[config.mk]
export PLATFORM = sky130hd
export DESIGN_NAME = risc_cpu_p
export DESIGN_NICKNAME = d
export VERILOG_FILES = /design/src/rtl/risc_cpu_p.sv
export SDC_FILE = /design/constraint.sdc
export NUM_CORES = 1
export LEC_CHECK = 0
export BUFFER_PORTS_ARGS = -buffer_cell sky130_fd_sc_hd__buf_2
export CAP_MARGIN = 10
export CORE_MARGIN = 5
export CORE_UTILIZATION = 62
export DETAILED_ROUTE_END_ITERATION = 10
export HOLD_SLACK_MARGIN = 0.03
export PLACE_DENSITY_LB_ADDON = 0.15
export SLEW_MARGIN = 20
export SYNTH_ARGS = -nofsm -noshare
export SYNTH_HDL_FRONTEND = slang
export SYNTH_SLANG_ARGS = --single-unit
[constraint.sdc]
create_clock -name i_clk -period 5.58 [get_ports i_clk]
set_clock_uncertainty 0.15 [all_clocks]
set_input_delay 0.558 -clock i_clk [delete_from_list [all_inputs] [get_ports i_clk]]
set_output_delay 0.558 -clock i_clk [all_outputs]
set_load 0.005 [all_outputs]
[src/rtl/risc_cpu_p.sv]
// Fetch/execute controller core: 16-bit instructions, parametrised data width,
// ready-handshaked I/O bus, carry/zero flags and a bounded hardware return stack.
//
// state   | meaning
// FETCH   | pc on o_imem_addr, ROM word arrives next cycle
// EXEC    | decode and execute the ROM word, commit rd/flags/pc/sp
// BUS     | registered strobe held until i_bus_ready
// HALT    | HALT executed, idle until reset
// FAULT   | return-stack overflow/underflow, idle until reset
module risc_cpu_p #(
  parameter int DATA_W      = 8,
  parameter int ADDR_W      = 8,
  parameter int STACK_DEPTH = 4
) (
  input  logic              i_clk,
  input  logic              i_rst,
  output logic [11:0]       o_imem_addr,
  input  logic [15:0]       i_imem_data,
  output logic [ADDR_W-1:0] o_bus_address,
  output logic [DATA_W-1:0] o_bus_data,
  input  logic [DATA_W-1:0] i_bus_data,
  output logic              o_bus_read,
  output logic              o_bus_write,
  input  logic              i_bus_ready,
  output logic              o_halt,
  output logic              o_fault
);

  localparam int SP_W = $clog2(STACK_DEPTH + 1);

  typedef enum logic [2:0] {S_FETCH, S_EXEC, S_BUS, S_HALT, S_FAULT} state_t;

  state_t state, state_nx;

  logic [11:0]       pc, pc_inc, pc_nx;
  logic [SP_W-1:0]   sp;
  logic              z_flag, c_flag;
  logic [DATA_W-1:0] regs [16];
  logic [11:0]       stack [0:(2**SP_W)-1];

  logic [ADDR_W-1:0] bus_addr;
  logic [DATA_W-1:0] bus_wdata;
  logic              bus_wr;
  logic [3:0]        bus_rd_dst;

  logic [1:0]  cls, sub;
  logic [3:0]  rd, rs1, rs2;
  logic [7:0]  imm;
  logic [11:0] tgt;

  assign cls = i_imem_data[15:14];
  assign sub = i_imem_data[13:12];
  assign rd  = i_imem_data[11:8];
  assign rs1 = i_imem_data[7:4];
  assign rs2 = i_imem_data[3:0];
  assign imm = i_imem_data[7:0];
  assign tgt = i_imem_data[11:0];

  logic is_halt, is_un, is_ret, un_wr, is_li, is_out, is_in, is_alu;
  logic is_jsr, is_jmp, is_beq, is_bnz;

  assign is_halt = (cls == 2'd0) && (sub == 2'd1);
  assign is_un   = (cls == 2'd0) && (sub == 2'd3);
  assign is_ret  = is_un && (rs2 == 4'hF);
  assign un_wr   = is_un && (rs2[3:2] == 2'b00);
  assign is_li   = (cls == 2'd1) && (sub == 2'd0);
  assign is_out  = (cls == 2'd1) && (sub == 2'd1);
  assign is_in   = (cls == 2'd1) && (sub == 2'd2);
  assign is_alu  = (cls == 2'd2);
  assign is_jsr  = (cls == 2'd3) && (sub == 2'd0);
  assign is_jmp  = (cls == 2'd3) && (sub == 2'd1);
  assign is_beq  = (cls == 2'd3) && (sub == 2'd2);
  assign is_bnz  = (cls == 2'd3) && (sub == 2'd3);

  logic stk_full, stk_empty, stk_fault, do_push, do_pop;

  assign stk_full  = (sp == SP_W'(STACK_DEPTH));
  assign stk_empty = (sp == '0);
  assign stk_fault = (is_jsr && stk_full) || (is_ret && stk_empty);
  assign do_push   = (state == S_EXEC) && is_jsr && !stk_full;
  assign do_pop    = (state == S_EXEC) && is_ret && !stk_empty;

  logic [DATA_W-1:0] op_a, op_b, alu_res, un_res, wr_val;
  logic [DATA_W:0]   sum;
  logic              alu_c, wr_en;

  assign op_a = regs[rs1];
  assign op_b = regs[rs2];
  assign sum  = {1'b0, op_a} + {1'b0, op_b};

  always_comb begin
    alu_c = 1'b0;
    case (sub)
      2'd0:    alu_res = op_a ^ op_b;
      2'd1:    alu_res = op_a | op_b;
      2'd2:    alu_res = op_a & op_b;
      default: begin
        alu_res = sum[DATA_W-1:0];
        alu_c   = sum[DATA_W];
      end
    endcase
  end

  always_comb begin
    case (rs2[1:0])
      2'd0:    un_res = op_a << 1;
      2'd1:    un_res = op_a >> 1;
      2'd2:    un_res = {op_a[DATA_W-2:0], op_a[DATA_W-1]};
      default: un_res = {op_a[0], op_a[DATA_W-1:1]};
    endcase
  end

  always_comb begin
    wr_en  = is_li || is_alu || un_wr;
    wr_val = un_res;
    if (is_li)       wr_val = DATA_W'(imm);
    else if (is_alu) wr_val = alu_res;
  end

  assign pc_inc = pc + 12'd1;

  // A faulting call/return or HALT leaves pc where it is.
  always_comb begin
    pc_nx = pc_inc;
    if (is_halt || stk_fault)
      pc_nx = pc;
    else if (is_ret)
      pc_nx = stack[sp - SP_W'(1)];
    else if (is_jsr || is_jmp || (is_beq && z_flag) || (is_bnz && !z_flag))
      pc_nx = tgt;
  end

  always_ff @(posedge i_clk) begin
    if (i_rst) state <= S_FETCH;
    else       state <= state_nx;
  end

  always_comb begin
    state_nx = state;
    case (state)
      S_FETCH: state_nx = S_EXEC;
      S_EXEC: begin
        if (is_halt)              state_nx = S_HALT;
        else if (stk_fault)       state_nx = S_FAULT;
        else if (is_out || is_in) state_nx = S_BUS;
        else                      state_nx = S_FETCH;
      end
      S_BUS:   if (i_bus_ready) state_nx = S_FETCH;
      default: state_nx = state;
    endcase
  end

  always_comb begin
    o_bus_read  = (state == S_BUS) && !bus_wr;
    o_bus_write = (state == S_BUS) && bus_wr;
    o_halt      = (state == S_HALT);
    o_fault     = (state == S_FAULT);
  end

  assign o_imem_addr   = pc;
  assign o_bus_address = bus_addr;
  assign o_bus_data    = bus_wdata;

  always_ff @(posedge i_clk) begin
    if (i_rst) begin
      pc         <= '0;
      sp         <= '0;
      z_flag     <= 1'b0;
      c_flag     <= 1'b0;
      bus_addr   <= '0;
      bus_wdata  <= '0;
      bus_wr     <= 1'b0;
      bus_rd_dst <= '0;
      for (int i = 0; i < 16; i++) regs[i] <= '0;
    end else if (state == S_EXEC) begin
      pc <= pc_nx;
      if (wr_en) regs[rd] <= wr_val;
      if (is_alu) begin
        z_flag <= (alu_res == '0);
        c_flag <= alu_c;
      end
      if (do_push) sp <= sp + SP_W'(1);
      if (do_pop)  sp <= sp - SP_W'(1);
      if (is_out || is_in) begin
        bus_addr   <= op_a[ADDR_W-1:0];
        bus_wdata  <= is_out ? op_b : '0;
        bus_wr     <= is_out;
        bus_rd_dst <= rd;
      end
    end else if ((state == S_BUS) && i_bus_ready && !bus_wr) begin
      regs[bus_rd_dst] <= i_bus_data;
    end
  end

  always_ff @(posedge i_clk) begin
    if (!i_rst && do_push) stack[sp] <= pc_inc;
  end

endmodule

==> out/qor.yml <==
status:
  status: "finished, final reports clean"
critical_path:
  start_kind: "input pin"
  critPathKind: "in2reg"
  reg2reg_to: "regs[3][6]$_SDFFCE_PN0P_"
  cp.arrival_ns: 4.58
  crit_chain: "buf_2 -> mux4_1 -> mux2i_1 -> mux2_2 -> inv_1 -> ha_1 -> fa_1 -> a211oi_1 -> o21bai_1 -> nand3_1 -> a21oi_1 -> a211oi_4 -> nor3_1"
  reg2reg_depth: 12
  cp_max_fo: 22
  critPathSlowestCell: "a211oi_4"
  cpPeakStageDelay_ns: 0.73
  r2r_slack_ns: 1.37
  rr_startpoint: "regs[8][0]$_SDFFCE_PN0P_"
  endpoint_kind: "flip-flop"
  worstPathRequired_ns: 5.68
  critPathLaunch: "i_imem_data[4]"
floorplan:
  die_y_um: 159.7
  core_sq_um: 21960
  chipWidth_um: 159.7
  initial_utilization_pct: 63.31
  die-area_sq_um: 25520
  rows: 54
  ios: 59
layout:
  n_antenna_cell: 0
  multi_input_area_sq_um: 5898
  drive_gt1_share_pct: 22.64
  layout_common_cells: "edfxtp_1 (224), nor2_1 (182), mux4_2 (77)"
  fillers: 1526
  regArea_sq_um: 7528
  nets: 1132
  area_growth_syn_to_layout_pct: 9.873
  layout_commonest_cell: "edfxtp_1"
timing:
  hold_violations: 0
  fin_crit_sh_pct: 80.41
  grt_setup_unrepaired: "false"
  fmax_mhz: 222.9
  tightest_slew_ns: 0.9965
  setup_tns_ns: 0
  max-slew-margin-rel_pct: 33.57
  hold_ws_ns: 0.1998
  period_minus_slack_ns: 4.487
  setup_viol: 0
  final_max_slew_viol_count: 0
synthesis:
  syn_inst: 1030
  synth_area_sq_um: 13900
  avgSynthCellArea_sq_um: 13.50
  yosysTopAreaCell: "edfxtp_1"
  synth-edff-count: 224
  async_flop_share_pct: 0
  yosys.area.top_type_share_pct: 48.38
  ys_seq_elements: 264
  synthFlopType: "edfxtp_1"
  syn_nets: 1078
  synth_cell_types: 81
  ys_warn_count: 0
  synth_area_leaders: "edfxtp_1 (48%), mux4_2 (12%), dfxtp_1 (5.8%)"
  ys_seq_area_share_pct: 54.14
drt:
  drt_wl_total_mm: 36.01
  vias: 9455
  vias_per_cell: 6.832
  wire_per_inst_um: 26.02
  drc: 0
  ant_nets: 0
  drt_pass1_iterations: 7
  drt_iter0_markers: 1146
cts:
  numCtsBuffers: 28
  cts_tree: "built"
  clock_sinks: 264
  clk_latency_ns: 0.55
  cts_max_level: 1
  cts_root_buf: "clkbuf_16"
  cts_buffer_depth: 3
  postCtsSetupRepairBufs: 0
  cts.repair.resized: 0
  path_clk_slew_ns: 0.06
  hold_buffers: 0
pwr:
  peakVddDrop_mv: 0.2665
  power_density_nw_per_um2: 299.0
  leakage_uw: 0.005684
global_route:
  grt_first_pass_wirelength_mm: 54.90
  first_global_vias: 9147
  grt_usage_pct: 27.84
  grt_max_degree: 62
  antenna_found_initial: 0
  overflow: 0
min_path:
  hold_depth: 3
  hp-start: "i_imem_data[9]"
  min_to: "bus_rd_dst[1]$_SDFFE_PP0P_"
  hp-class: "in2reg"
job:
  max_cap_viol_count: 0
place:
  hpwlAfterDp_mm: 24.67
  gp_congestion: 0.9142
  port_buffers: 58
[kinds of logic (layout without fill, tap and decap cells)]
family	Yosys count	count (layout)	share of synthesized area (%)
flops	264	264	54.14
xor+xnor	15	15	0.9450
simple gates	365	365	12.11
compound gates	116	116	6.507
fa+ha+maj	21	21	1.944
buf+inv	98	172	3.600
mux	151	151	20.75
[layout make-up]
type / instances / share of cell area [%]
clock buffers: 39 / 4.923
clock inverters: 11 / 0.5734
inverters: 30 / 0.7372
multi-input cells: 668 / 38.61
flip-flops and latches: 264 / 49.29
well taps: 280 / 2.294
repair buffers: 92 / 3.571
[per-layer routing]
metal / global-route usage [%] / vias to the layer above / part of all wire, %
met3: 6.418 / 62 / 12
met1: 40.20 / 4732 / 40
met5: 0 / - / 0
met4: 7.298 / 0 / 2.5
li1: - / 4075 / -
met2: 43.46 / 586 / 46
[stage by stage]
step	worst slack [ns]	area, sq um	power, uW	instances	util, %
floorplan	0.9686	13900	2691	1030	-
global placement	0.6811	14430	2858	1334	65.72
detailed placement	0.6661	14440	2867	1334	65.74
CTS	1.203	15270	4557	1384	69.56
global route	0.9062	15270	4705	1384	69.56
finish	1.093	15270	4567	1384	69.56
[Yosys cell counts, drive strengths merged, types with 6 or more instances]
library cell,number
a211oi,14
a21oi,24
a22oi,8
buf,34
clkbuf,34
dfxtp,40
edfxtp,224
ha,20
inv,30
mux2,15
mux2i,36
mux4,100
nand2,49
nand2b,23
nand3,34
nand3b,8
nor2,183
nor3,30
o21ai,12
o31ai,6
xnor2,11
[registers in the layout, indices dropped and copies added (netlist names), 3 cells and up]
name / count
regs: 128
stack: 96
o_imem_addr: 12
o_bus_address: 8
o_bus_data: 8
bus_rd_dst: 4
sp: 3
state: 3
[power by group]
| group | switching [uW] | leakage (uW) | internal, uW | total [uW] |
|---|---|---|---|---|
| Combinational | 380 | 0.00275 | 233 | 613 |
| Clock | 743 | 0.000413 | 982 | 1730 |
| Sequential | 36.4 | 0.00252 | 2190 | 2230 |
| Total | 1160 | 0.00568 | 3410 | 4570 |
[critical path: cells and delay by family]
kind | cells | cell delay (ns)
AOI/OAI and AO/OA | 4 | 1.30
adders and majority gates | 2 | 0.67
buffers and inverters | 2 | 0.62
muxes | 3 | 1.17
and+or+nand+nor | 2 | 0.23
[how the worst max path moves through the flow]
| stage | endpoint | slack [ns] |
|---|---|---|
| 2_1_floorplan | regs[13][5]$_SDFFCE_PN0P_ | 0.97 |
| 3_3_place_gp | regs[13][6]$_SDFFCE_PN0P_ | 0.68 |
| 3_5_place_dp | regs[1][4]$_SDFFCE_PN0P_ | 0.67 |
| 4_1_cts | regs[3][6]$_SDFFCE_PN0P_ | 1.20 |
| 5_1_grt | regs[3][6]$_SDFFCE_PN0P_ | 0.91 |
| 6_report | regs[3][6]$_SDFFCE_PN0P_ | 1.09 |
No activity file was read; power rests on OpenSTA's default activity.
